File: src/rtl/bsg_axi_burst_master.sv
// Command-driven AXI4 burst master: one fixed-length write (AW->W->B) or
// read (AR->R) burst outstanding at a time, with per-transaction status.
module bsg_axi_burst_master #(
    parameter int unsigned axi_id_width_p   = 4,
    parameter int unsigned axi_addr_width_p = 32,
    parameter int unsigned axi_data_width_p = 64,
    parameter int unsigned axi_burst_len_p  = 4,
    parameter logic [1:0]  axi_burst_type_p = 2'b01
) (
    input  logic                          clk_i,
    input  logic                          reset_i,

    // command
    input  logic                          cmd_v_i,
    input  logic                          cmd_w_i,
    input  logic [axi_addr_width_p-1:0]   cmd_addr_i,
    output logic                          cmd_ready_o,

    // write beats
    input  logic                          wdata_v_i,
    input  logic [axi_data_width_p-1:0]   wdata_i,
    output logic                          wdata_ready_o,

    // read beats
    output logic                          rdata_v_o,
    output logic [axi_data_width_p-1:0]   rdata_o,
    output logic                          rdata_last_o,
    input  logic                          rdata_ready_i,

    // completion
    output logic                          done_v_o,
    output logic                          done_err_o,

    // AW
    output logic [axi_id_width_p-1:0]     axi_awid_o,
    output logic [axi_addr_width_p-1:0]   axi_awaddr_o,
    output logic [7:0]                    axi_awlen_o,
    output logic [2:0]                    axi_awsize_o,
    output logic [1:0]                    axi_awburst_o,
    output logic                          axi_awvalid_o,
    input  logic                          axi_awready_i,

    // W
    output logic [axi_data_width_p-1:0]   axi_wdata_o,
    output logic [axi_data_width_p/8-1:0] axi_wstrb_o,
    output logic                          axi_wlast_o,
    output logic                          axi_wvalid_o,
    input  logic                          axi_wready_i,

    // B
    input  logic [axi_id_width_p-1:0]     axi_bid_i,
    input  logic [1:0]                    axi_bresp_i,
    input  logic                          axi_bvalid_i,
    output logic                          axi_bready_o,

    // AR
    output logic [axi_id_width_p-1:0]     axi_arid_o,
    output logic [axi_addr_width_p-1:0]   axi_araddr_o,
    output logic [7:0]                    axi_arlen_o,
    output logic [2:0]                    axi_arsize_o,
    output logic [1:0]                    axi_arburst_o,
    output logic                          axi_arvalid_o,
    input  logic                          axi_arready_i,

    // R
    input  logic [axi_id_width_p-1:0]     axi_rid_i,
    input  logic [axi_data_width_p-1:0]   axi_rdata_i,
    input  logic [1:0]                    axi_rresp_i,
    input  logic                          axi_rlast_i,
    input  logic                          axi_rvalid_i,
    output logic                          axi_rready_o
);

    // a one-beat burst still needs a 1-bit counter so the compare is legal
    localparam int unsigned beat_width_lp = (axi_burst_len_p > 1) ? $clog2(axi_burst_len_p) : 1;
    localparam int unsigned strb_width_lp = axi_data_width_p / 8;
    localparam logic [beat_width_lp-1:0] last_beat_lp = beat_width_lp'(axi_burst_len_p - 1);
    localparam logic [7:0] axlen_lp  = 8'(axi_burst_len_p - 1);
    localparam logic [2:0] axsize_lp = 3'($clog2(strb_width_lp));

    typedef enum logic [2:0] {
        e_idle, e_wr_addr, e_wr_data, e_wr_resp, e_rd_addr, e_rd_data, e_done
    } state_e;

    state_e                        state_r, state_n;
    logic [axi_addr_width_p-1:0]   addr_r, addr_n;
    logic [axi_id_width_p-1:0]     id_r;
    logic [beat_width_lp-1:0]      beat_r, beat_n;
    logic                          err_r, err_n;
    logic                          last_beat;

    assign last_beat = (beat_r == last_beat_lp);

    // state, latched command and transaction bookkeeping
    always_ff @(posedge clk_i) begin
        if (reset_i) begin
            state_r <= e_idle;
            addr_r  <= '0;
            id_r    <= '0;
            beat_r  <= '0;
            err_r   <= 1'b0;
        end else begin
            state_r <= state_n;
            addr_r  <= addr_n;
            beat_r  <= beat_n;
            err_r   <= err_n;
            // ID advances once per completed transaction, wrapping naturally
            if (state_r == e_done)
                id_r <= id_r + axi_id_width_p'(1);
        end
    end

    // next state and all channel outputs
    always_comb begin
        state_n = state_r;
        addr_n  = addr_r;
        beat_n  = beat_r;
        err_n   = err_r;

        cmd_ready_o   = 1'b0;
        wdata_ready_o = 1'b0;
        rdata_v_o     = 1'b0;
        rdata_o       = '0;
        rdata_last_o  = 1'b0;
        done_v_o      = 1'b0;
        done_err_o    = 1'b0;

        axi_awid_o    = id_r;
        axi_awaddr_o  = addr_r;
        axi_awlen_o   = axlen_lp;
        axi_awsize_o  = axsize_lp;
        axi_awburst_o = axi_burst_type_p;
        axi_awvalid_o = 1'b0;

        axi_wdata_o   = '0;
        axi_wstrb_o   = '1;
        axi_wlast_o   = 1'b0;
        axi_wvalid_o  = 1'b0;

        axi_bready_o  = 1'b0;

        axi_arid_o    = id_r;
        axi_araddr_o  = addr_r;
        axi_arlen_o   = axlen_lp;
        axi_arsize_o  = axsize_lp;
        axi_arburst_o = axi_burst_type_p;
        axi_arvalid_o = 1'b0;

        axi_rready_o  = 1'b0;

        case (state_r)
            e_idle: begin
                cmd_ready_o = 1'b1;
                if (cmd_v_i) begin
                    addr_n  = cmd_addr_i;
                    err_n   = 1'b0;
                    beat_n  = '0;
                    state_n = cmd_w_i ? e_wr_addr : e_rd_addr;
                end
            end

            e_wr_addr: begin
                axi_awvalid_o = 1'b1;
                if (axi_awready_i)
                    state_n = e_wr_data;
            end

            // zero-latency pass-through between the beat port and the W channel
            e_wr_data: begin
                axi_wvalid_o  = wdata_v_i;
                axi_wdata_o   = wdata_i;
                axi_wlast_o   = last_beat;
                wdata_ready_o = axi_wready_i;
                if (wdata_v_i && axi_wready_i) begin
                    beat_n = beat_r + beat_width_lp'(1);
                    if (last_beat)
                        state_n = e_wr_resp;
                end
            end

            e_wr_resp: begin
                axi_bready_o = 1'b1;
                if (axi_bvalid_i) begin
                    err_n   = err_r | (axi_bresp_i != 2'b00) | (axi_bid_i != id_r);
                    state_n = e_done;
                end
            end

            e_rd_addr: begin
                axi_arvalid_o = 1'b1;
                if (axi_arready_i)
                    state_n = e_rd_data;
            end

            // burst length is trusted from our own count; a misplaced rlast is only flagged
            e_rd_data: begin
                rdata_v_o    = axi_rvalid_i;
                rdata_o      = axi_rdata_i;
                rdata_last_o = last_beat;
                axi_rready_o = rdata_ready_i;
                if (axi_rvalid_i && rdata_ready_i) begin
                    beat_n = beat_r + beat_width_lp'(1);
                    err_n  = err_r | (axi_rresp_i != 2'b00) | (axi_rid_i != id_r)
                           | (axi_rlast_i != last_beat);
                    if (last_beat)
                        state_n = e_done;
                end
            end

            e_done: begin
                done_v_o   = 1'b1;
                done_err_o = err_r;
                state_n    = e_idle;
            end

            default: state_n = e_idle;
        endcase
    end

endmodule

File: config.mk
export PLATFORM = sky130hd
export DESIGN_NAME = bsg_axi_burst_master
export DESIGN_NICKNAME = d
export VERILOG_FILES = /design/src/rtl/bsg_axi_burst_master.sv
export SDC_FILE = /design/constraint.sdc
export NUM_CORES = 1
export LEC_CHECK = 0
export ABC_CLOCK_PERIOD_IN_PS = 2190
export BUFFER_PORTS_ARGS = -buffer_cell sky130_fd_sc_hd__buf_2
export CORE_AREA = 4 4 163 165
export CTS_CLUSTER_SIZE = 25
export DETAILED_ROUTE_END_ITERATION = 10
export DIE_AREA = 0 0 167 169
export GPL_ROUTABILITY_DRIVEN = 1
export PLACE_DENSITY = 0.4
export SLEW_MARGIN = 20
export SYNTH_ARGS = -nofsm -noshare
export SYNTH_HDL_FRONTEND = slang
export SYNTH_SLANG_ARGS = --single-unit
File: constraint.sdc
create_clock -name clk_i -period 2.19 [get_ports clk_i]
set_clock_uncertainty 0.05 [all_clocks]
set_input_delay 0.657 -clock clk_i [delete_from_list [all_inputs] [get_ports clk_i]]
set_output_delay 0.657 -clock clk_i [all_outputs]
set_load 0.02 [all_outputs]
==> results of run 1 <==
[cell usage after synthesis (all sizes together) (2+ instances only)]
library cell	number	area, µm²
and2	136	850.8
buf	82	596.8
nand2	73	276.5
dfxtp	42	840.8
a21oi	38	190.2
clkbuf	18	67.56
nor2	10	37.54
xnor2	6	52.55
inv	3	11.26
mux2i	3	30.03
nor3	3	20.02
nor3b	3	32.53
xor2	3	26.28
conb	2	7.510
ha	2	25.02
nand2b	2	20.02
nand3	2	15.01
nand4	2	12.51
nor2b	2	12.51
or4	2	15.01
or4b	2	20.02
[worst max-delay path: cells and delay by family, from the launching register on]
family	cells	cell delay, ns
and+or+nand+nor	2	0.36
buffers and inverters	4	0.57
DFF	1	0.32
[routing by layer]
metal | GRT usage [%] | wire (µm) | vias to the layer above
met5 | 0 | 12 | -
met3 | 3.013 | 1338 | 17
li1 | - | - | 2027
met1 | 14.79 | 7504 | 1833
met4 | 1.708 | 242 | 2
met2 | 18.69 | 8522 | 207
[power by group through the flow]
stage / logic (W) / clock network, W / registers (W)
2_1_floorplan: 0.00176 / 0 / 0.00119
3_3_place_gp: 0.00276 / 0 / 0.00106
3_5_place_dp: 0.00275 / 0 / 0.00107
4_1_cts: 0.00319 / 0.000793 / 0.00105
5_1_grt: 0.00369 / 0.000828 / 0.00107
6_report: 0.00342 / 0.000753 / 0.00104
[metrics by stage]
step	area, µm²	TNS (ns)	utilization (%)	hold WS, ns
5_1_grt	6551	-14.69	26.17	0.4429
3_3_place_gp	5291	0	21.13	0.3980
4_1_cts	6117	-7.106	24.43	0.4192
3_5_place_dp	5291	0	21.13	0.4065
2_1_floorplan	3391	0	-	0.3822
6_report	6556	-3.527	26.19	0.4143
[area by class of cell]
type | instances | area (µm²)
clock inverters | 1 | 5.005
clock buffers | 7 | 142.6
well taps | 330 | 412.9
diodes | 2 | 5.005
repair buffers | 421 | 3107
fillers | 2787 | 18480
flip-flops and latches | 42 | 844.6
inverters | 3 | 11.26
multi-input cells | 336 | 2028
[flip-flops by register name, summed over array words and instances (netlist names)]
name / flops
axi_arid_o: 4
beat_r: 2
err_r: 1
state_r: 3
axi_araddr_o: 32
[cells by family (layout without fill, tap and decap cells)]
family	after synthesis	count (layout)	synth area share, %
flip-flops	42	42	25.71
XOR/XNOR	9	9	2.410
AO/OA/AOI/OAI	50	50	8.914
multiplexers	3	3	0.9182
AND/OR/NAND/NOR	238	238	40.40
buffers and inverters	103	432	20.66
adder cells (fa/ha/maj)	2	2	0.7650
other	2	36	0.2296
[worst max-delay path by stage]
stage | endpoint | slack, ns | cells past startpoint
6_report | axi_wdata_o[16] | -0.07 | 6
5_1_grt | axi_wdata_o[30] | -0.16 | 6
4_1_cts | axi_wdata_o[44] | -0.09 | 6
3_5_place_dp | axi_wdata_o[23] | 0.11 | 5
3_3_place_gp | err_r | 0.1 | 6
2_1_floorplan | axi_wdata_o[33] | 0.06 | 5
[timing repair]
item | 4_1_cts | 5_1_grt
setup buffers | 5 | 0
endpoints found under the setup margin | 131 | 135
gates resized for setup | 193 | 122
pin swaps | 9 | 17
cloned | 3 | 4
==> flow_summary_export.csv, run 1 <==
group,metric,value,unit
power,intPower,0.002918,W
place,placement.setup.worst_slack,0.1125,ns
sta,clock.fmax,442.5,MHz
power,power_density,795.7,mW/mm²
critical_path,cpMaxStageDelayCell,"dfxtp_2",
clock_network,clock-sinks,42,
final_layout,drive_gt1_share,61.23,%
sta,rsz0062_at_grt,"true",
run,cap_violations,0,
power,seqPwrFrac,19.9,%
synthesis,syn_area_per_cell,7.284,µm²
sta,setup_violations,127,
die,die_h,169,µm
sta,period_share,103.2,%
hold_path,worst_hold_path.endpoint,"axi_araddr_o[6]",
clock_network,cts_root_buf,"clkbuf_16",
critical_path,path_common_cell,"buf_6",
final_layout,post_layout_nonfiller_instances,1142,
global_route,grt_pass1_vias,3897,
global_route,grt_pass1_wl,24760,µm
critical_path,path_max_fanout,14,
die,dieArea,0.02822,mm²
detailed_routing,drt-pass1-iter-count,4,
power,p_switching,0.002299,W
sta,layout_setup_ws,-0.06966,ns
synthesis,syn_inst,449,
synthesis,async_flop_share,0,%
clock_network,clk_latency,0.28,ns
clock_network,clock_path_buffers,2,
power,leakage,3.451,nW
synthesis,synth-main-ff-cell,"dfxtp_1",
die,die_w,167,µm
clock_network,cts.clk_slew.worst_paths,0.06,ns
synthesis,synth_edf_count,0,
sta,finalHoldViolations,0,
final_layout,synthToLayoutAreaGrowth,100.5,%
critical_path,r2r_end,"state_r[1]",
critical_path,critPathLaunchType,"flip-flop",
final_layout,final_cell_mix,"263 x buf_2, 119 x buf_6, 80 x and2_1",
hold_path,whs_path_depth,2,
global_route,track_usage,11.18,%
power,comb_power_share,65.6,%
global_route,overflow,0,
detailed_routing,drtAntennaViolNets,0,
place,globalplace.congestion,0.7959,
synthesis,ys_types,43,
clock_network,cts.htree.levels,2,
critical_path,worst-endpoint-arrival,1.55,ns
hold_path,hold_start,"axi_araddr_o[6]",
critical_path,critical-path-max-stage-delay,0.32,ns
critical_path,crit_start,"state_r[0]",
synthesis,yosysWarnings,0,
die,io_pins,430,
power,vdd_drop_max,0.3289,mV
detailed_routing,drc_errors,0,
critical_path,crit_chain,"buf_6 -> nor3b_4 -> buf_6 -> buf_16 -> and2_1 -> buf_6",
place,post-dp-hpwl,14030,µm
synthesis,ys_seq_elements,42,
detailed_routing,drt_wl_total,17620,µm
clock_network,numCtsBuffers,5,
detailed_routing,initialDrtViolationCount,167,
critical_path,r2r-start,"state_r[1]",
status,failed_checks,"setup timing",
global_route,grt_max_degree,36,
sta,slew_viol_final,0,
final_layout,layout_commonest_cell,"buf_2",
die,start_util,13.06,%
sta,layout_min_cycle_time,2.260,ns
place,dp.cells,1120,
final_layout,fin_nets,995,
power,swShare,44.07,%
hold_path,hp-class,"flip-flop to flip-flop",
global_route,antenna_found_initial,1,
place,port_buffers,395,
status,outcome,"complete, but fails checks",
power,pwr-share-clk,14.4,%
power,power,0.005217,W
critical_path,r2r_cells,8,
clock_network,cts_hold_buffers,0,
critical_path,cp-end-kind,"primary output",
die,num_rows,58,
die,core_area,0.02504,mm²
detailed_routing,vias,4086,
synthesis,syn_area,0.003271,mm²
detailed_routing,via_per_inst,3.578,
clock_network,cts_tree,"built",
critical_path,path_class,"flip-flop to primary output",
critical_path,rrSetupSlack,0.31,ns
synthesis,ys_seq_area_share,25.71,%
detailed_routing,wl_per_cell,15.43,µm
critical_path,cp_data_required_time,1.48,ns
Power figures use the tool's default switching activity.
==> run 2: changes to the inputs <==
--- a/config.mk
+++ b/config.mk
@@ -7,12 +7,14 @@
 export LEC_CHECK = 0
 export ABC_CLOCK_PERIOD_IN_PS = 2190
 export BUFFER_PORTS_ARGS = -buffer_cell sky130_fd_sc_hd__buf_2
-export CORE_AREA = 4 4 163 165
+export CORE_AREA = 4 4 165 167
+export CTS_BUF_LIST = sky130_fd_sc_hd__clkbuf_8
 export CTS_CLUSTER_SIZE = 25
 export DETAILED_ROUTE_END_ITERATION = 10
-export DIE_AREA = 0 0 167 169
+export DIE_AREA = 0 0 169 171
 export GPL_ROUTABILITY_DRIVEN = 1
-export PLACE_DENSITY = 0.4
+export GPL_TIMING_DRIVEN = 0
+export PLACE_DENSITY = 0.39
 export SLEW_MARGIN = 20
 export SYNTH_ARGS = -nofsm -noshare
 export SYNTH_HDL_FRONTEND = slang
==> run 2 against run 1 <==
- worst setup slack got worse by 0.092 ns
- critical path type unchanged
- combinational power grew 18%
- largest cell class unchanged
- the run still ends with setup timing left
- sequential power about the same
- die area increased by 2.4%
- count of clock-buffer cells in the layout down 1
- sequential share of layout area fell by 1.9 points
- via count up 10%
==> flow_summary_export.csv, run 2 (same netlist as run 1, synthesis figures left out) <==
group,metric,value,unit
power,leakage,4.085,nW
sta,clock.fmax,425.2,MHz
hold_path,hp-class,"flip-flop to flip-flop",
critical_path,cpMaxStageDelayCell,"dfxtp_2",
die,start_util,12.69,%
die,num_rows,59,
critical_path,worst-endpoint-arrival,1.64,ns
final_layout,synthToLayoutAreaGrowth,135.0,%
global_route,grt_pass1_wl,27590,µm
die,core_area,0.02576,mm²
power,vdd_drop_max,0.2811,mV
power,power_density,743.7,mW/mm²
critical_path,critical-path-max-stage-delay,0.34,ns
final_layout,post_layout_nonfiller_instances,1247,
clock_network,cts_tree,"built",
critical_path,crit_chain,"buf_6 -> nor3b_4 -> buf_6 -> buf_8 -> and2_4 -> buf_6",
die,dieArea,0.02890,mm²
critical_path,critPathLaunchType,"flip-flop",
critical_path,cp-end-kind,"primary output",
status,failed_checks,"setup timing",
clock_network,clk_latency,0.30,ns
sta,finalHoldViolations,0,
die,io_pins,430,
detailed_routing,drt-pass1-iter-count,4,
clock_network,cts_hold_buffers,0,
global_route,track_usage,12.31,%
sta,layout_setup_ws,-0.1616,ns
final_layout,layout_commonest_cell,"buf_2",
status,outcome,"complete, but fails checks",
place,dp.cells,1210,
detailed_routing,via_per_inst,3.610,
final_layout,final_cell_mix,"262 x buf_2, 151 x buf_6, 135 x and2_4",
place,globalplace.congestion,0.7900,
die,die_h,171,µm
detailed_routing,initialDrtViolationCount,144,
sta,slew_viol_final,0,
clock_network,clock-sinks,42,
clock_network,cts.htree.levels,2,
global_route,grt_pass1_vias,4463,
detailed_routing,wl_per_cell,15.66,µm
global_route,antenna_found_initial,2,
sta,setup_violations,109,
sta,fin_tns_setup,-11.80,ns
sta,period_share,107.4,%
sta,layout_min_cycle_time,2.352,ns
final_layout,largest_reg_flops,32,
detailed_routing,drtAntennaViolNets,0,
clock_network,cts.clk_slew.worst_paths,0.09,ns
clock_network,numCtsBuffers,5,
place,placement.setup.worst_slack,-0.7261,ns
clock_network,clock_path_buffers,2,
final_layout,drive_gt1_share,73.68,%
die,die_w,169,µm
critical_path,path_common_cell,"buf_6",
sta,rsz0062_at_grt,"true",
place,post-dp-hpwl,15330,µm
detailed_routing,drc_errors,0,
sta,tightestPinTransition,0.5547,ns
sta,maxSlewHeadroom,63.02,%
critical_path,path_max_fanout,6,
detailed_routing,drt_wl_total,19530,µm
final_layout,fin_nets,1098,
global_route,overflow,0,
clock_network,cts_root_buf,"clkbuf_8",
place,port_buffers,394,
run,cap_violations,0,
final_layout,diodes,0,
global_route,grt_max_degree,13,
critical_path,path_class,"flip-flop to primary output",
critical_path,cp_data_required_time,1.48,ns
detailed_routing,vias,4502,
-- run 2: cell types whose count changed in the layout (fill, tap and decap cells not counted), moves of 4 or more --
cell / previous run / this run
and2_1: 80 / 1
buf_4: 29 / 77
buf_6: 119 / 151
buf_8: 0 / 21
clkbuf_1: 1 / 7
clkbuf_8: 1 / 6
and2_4: 56 / 135
clkbuf_16: 7 / 3
-- run 2: power breakdown --
group          internal, W  switching, W  leakage, nW
Combinational      0.00199       0.00204         3.68
Sequential        0.000924      0.000123        0.345
Clock             0.000365      0.000279       0.0573
-- run 2: cell type report --
cell class | count | area [µm²]
fillers | 2805 | 18080
repair buffers | 427 | 3239
multi-input cells | 336 | 2245
flip-flops and latches | 42 | 844.6
plain buffers | 97 | 810.8
well taps | 335 | 419.2
clock buffers | 6 | 82.58
clock inverters | 1 | 30.03
inverters | 3 | 13.76
-- run 2: final timing paths --
kind	slack [ns]	depth (start not counted)	endpoint	startpoint
setup / recovery	-0.16	6	axi_wdata_o[8]	state_r[2]
hold reg to reg	0.43	2	axi_araddr_o[7]	axi_araddr_o[7]
hold / removal	0.43	2	axi_araddr_o[7]	axi_araddr_o[7]
setup reg to reg	0.25	6	err_r	beat_r[0]
-- run 2: metrics by stage --
stage	power, W	hold WS (ns)	util, %	instance area [µm²]
global route	0.006100	0.4459	29.83	7685
floorplan	0.002947	0.3822	-	3391
global placement	0.003998	0.3880	22.44	5782
CTS	0.005668	0.4202	29.12	7502
finish	0.005715	0.4266	29.83	7685
detailed placement	0.004002	0.3976	22.44	5782
-- run 2: timing repair --
action,CTS,global route
endpoints found under the hold margin,0,0
pin swaps,82,53
setup endpoints to repair,137,137
gates cloned,12,2
setup buffers,19,3
resized for setup,439,80
-- run 2: routing by layer --
metal  up-vias  track usage [%]  part of all wire (%)
met5         -                0                  0.10
met1      2050            15.15                    40
li1       2235                -                     -
met2       197            22.24                    52
met3        16            3.119                   7.6
met4         4            1.715                  0.79
-- run 2: critical path, delay by kind of cell, from the launching register on --
| kind | cells | cell delay (ns) |
|---|---|---|
| flops | 1 | 0.34 |
| buf+inv | 4 | 0.59 |
| simple gates | 2 | 0.41 |
==> run 3: changes to the inputs <==
--- a/config.mk
+++ b/config.mk
@@ -7,14 +7,16 @@
 export LEC_CHECK = 0
 export ABC_CLOCK_PERIOD_IN_PS = 2190
 export BUFFER_PORTS_ARGS = -buffer_cell sky130_fd_sc_hd__buf_2
-export CORE_AREA = 4 4 165 167
+export CELL_PAD_IN_SITES_DETAIL_PLACEMENT = 0
+export CELL_PAD_IN_SITES_GLOBAL_PLACEMENT = 1
+export CORE_AREA = 4 4 167 169
 export CTS_BUF_LIST = sky130_fd_sc_hd__clkbuf_8
 export CTS_CLUSTER_SIZE = 25
 export DETAILED_ROUTE_END_ITERATION = 10
-export DIE_AREA = 0 0 169 171
-export GPL_ROUTABILITY_DRIVEN = 1
+export DIE_AREA = 0 0 171 173
+export GPL_ROUTABILITY_DRIVEN = 0
 export GPL_TIMING_DRIVEN = 0
-export PLACE_DENSITY = 0.39
+export PLACE_DENSITY = 0.57
 export SLEW_MARGIN = 20
 export SYNTH_ARGS = -nofsm -noshare
 export SYNTH_HDL_FRONTEND = slang
==> run 3 against run 2 <==
- the flow still finishes with violations (setup timing)
- sequential cell count did not move
- via count fell by 1.2%
- register-to-register slack worse by 0.03 ns
- critical path type unchanged
- largest power group unchanged
- worst setup slack lost 0.0043 ns
- worst hold slack got worse by 0.017 ns
- sequential power about the same
- clock power down 4.3%
- sequential share of layout area grew 0.23 points
- cell count rose by 0.32%
- critical path depth unchanged
==> flow_summary_export.csv, run 3 (same netlist as run 1, synthesis figures left out) <==
group,metric,value,unit
status,outcome,"complete, but fails checks",
status,failed_checks,"setup timing",
detailed_routing,initialDrtViolationCount,151,
final_layout,drive_gt1_share,70.88,%
power,p_switching,0.002385,W
clock_network,clock-sinks,42,
final_layout,post_layout_nonfiller_instances,1251,
die,core_area,0.02658,mm²
final_layout,largest_reg_flops,32,
power,comb_power_share,70.0,%
die,io_pins,430,
critical_path,crit_end,"axi_wdata_o[13]",
place,placement.setup.worst_slack,-0.7844,ns
detailed_routing,wl_per_cell,15.28,µm
final_layout,fin_nets,1095,
power,intPower,0.003148,W
die,start_util,12.31,%
critical_path,rrSetupSlack,0.22,ns
detailed_routing,drc_errors,0,
clock_network,cts_root_buf,"clkbuf_8",
die,dieArea,0.02958,mm²
critical_path,crit_start,"state_r[2]",
clock_network,cts_hold_buffers,0,
power,vdd_drop_max,0.1932,mV
clock_network,cts_tree,"built",
critical_path,cp_data_required_time,1.48,ns
final_layout,layout_commonest_cell,"buf_2",
global_route,met2_usage,21.24,%
final_layout,final_cell_mix,"261 x buf_2, 143 x buf_6, 114 x and2_4",
global_route,overflow,0,
sta,slew_viol_final,0,
global_route,grt_max_degree,13,
global_route,track_usage,11.79,%
sta,maxSlewHeadroom,58.82,%
place,dp.cells,1216,
critical_path,critPathLaunchType,"flip-flop",
clock_network,numCtsBuffers,5,
sta,fin_tns_setup,-10.33,ns
clock_network,clock_path_buffers,2,
sta,rsz0062_at_grt,"true",
critical_path,worst-endpoint-arrival,1.65,ns
clock_network,clk_latency,0.30,ns
critical_path,r2r-start,"beat_r[0]",
sta,layout_min_cycle_time,2.356,ns
place,post-dp-hpwl,15190,µm
sta,tightestPinTransition,0.6177,ns
power,swShare,43.11,%
power,pwr-share-clk,11.1,%
hold_path,hp-class,"flip-flop to flip-flop",
detailed_routing,vias,4449,
sta,whs,0.4092,ns
global_route,grt_use_met3,2.332,%
global_route,antenna_found_initial,1,
critical_path,path_max_fanout,10,
detailed_routing,drtAntennaViolNets,0,
detailed_routing,drt_wl_total,19120,µm
die,num_rows,60,
global_route,grt_pass1_wl,26840,µm
final_layout,diodes,0,
critical_path,r2r_end,"err_r",
critical_path,path_class,"flip-flop to primary output",
place,port_buffers,394,
die,die_h,173,µm
global_route,grt_busiest_layer,"met2",
global_route,grt_use_met1,14.72,%
detailed_routing,drt-pass1-iter-count,4,
global_route,grt_pass1_vias,4487,
detailed_routing,via_per_inst,3.556,
power,seqPwrFrac,18.9,%
critical_path,cp-end-kind,"primary output",
run,cap_violations,0,
die,die_w,171,µm
sta,clock.fmax,424.5,MHz
sta,finalHoldViolations,0,
clock_network,cts.clk_slew.worst_paths,0.09,ns
sta,period_share,107.6,%
power,power_density,735.1,mW/mm²
critical_path,r2r_cells,6,
sta,layout_setup_ws,-0.1659,ns
sta,setup_violations,124,
power,leakage,4.025,nW
final_layout,synthToLayoutAreaGrowth,130.1,%
clock_network,cts.htree.levels,2,
run 3: cell count changes in the layout (fill, tap and decap cells not counted), moves of 2 or more:
cell      delta
buf_6        -8
and2_4      -21
buf_12       -2
and2_1      +21
buf_8        -7
clkbuf_8     +2
inv_1        +2
buf_4       +11
run 3: how the worst min path moves through the flow:
stage / slack [ns] / from / depth (start not counted) / to
floorplan: 0.38 / err_r / 1 / err_r
global placement: 0.39 / err_r / 1 / err_r
detailed placement: 0.39 / err_r / 1 / err_r
CTS: 0.42 / err_r / 1 / err_r
global route: 0.43 / err_r / 1 / err_r
finish: 0.41 / err_r / 1 / err_r
run 3: stage by stage:
| step | util [%] | power, W | cell area, µm² |
|---|---|---|---|
| after floorplan | - | 0.002947 | 3391 |
| after global placement | 21.78 | 0.003991 | 5789 |
| after detailed placement | 21.78 | 0.003983 | 5789 |
| after CTS | 27.83 | 0.005526 | 7396 |
| after global routing | 28.32 | 0.005923 | 7527 |
| final | 28.32 | 0.005533 | 7527 |
run 3: power groups by stage:
stage	Combinational (W)	Clock, W	Sequential [W]
after floorplan	0.00176	0	0.00119
after global placement	0.00293	0	0.00106
after detailed placement	0.00292	0	0.00106
after CTS	0.00382	0.000655	0.00105
after global routing	0.00417	0.000686	0.00107
final	0.00387	0.000616	0.00105
run 3: metal layers:
layer  part of all wire [%]  up-vias  routed length, µm
li1                       -     2227                  -
met1                     42     2005               8071
met2                     51      203               9660
met3                    6.5       12               1237
met4                   0.72        2                138
met5                  0.068        -                 13
run 3: layout make-up:
| type | count | area [µm²] |
|---|---|---|
| plain buffers | 98 | 828.3 |
| clock buffers | 5 | 68.82 |
| clock inverters | 3 | 37.54 |
| fillers | 2946 | 19050 |
| inverters | 3 | 11.26 |
| multi-input cells | 336 | 2180 |
| flip-flops and latches | 42 | 844.6 |
| well taps | 341 | 426.7 |
| repair buffers | 423 | 3131 |
run 3: critical path: stages (launching register included):
cell,delay (ns)
dfxtp_2,0.34
buf_6,0.12
nor3b_4,0.27
buf_6,0.19
clkbuf_16,0.16
and2_4,0.14
buf_6,0.12
run 3: repair_timing:
action	in CTS	in global routing
gates resized for setup	423	45
cloned	8	2
pin swaps	78	21
setup buffers	17	2
endpoints found under the hold margin	0	0
setup endpoints to repair	137	137
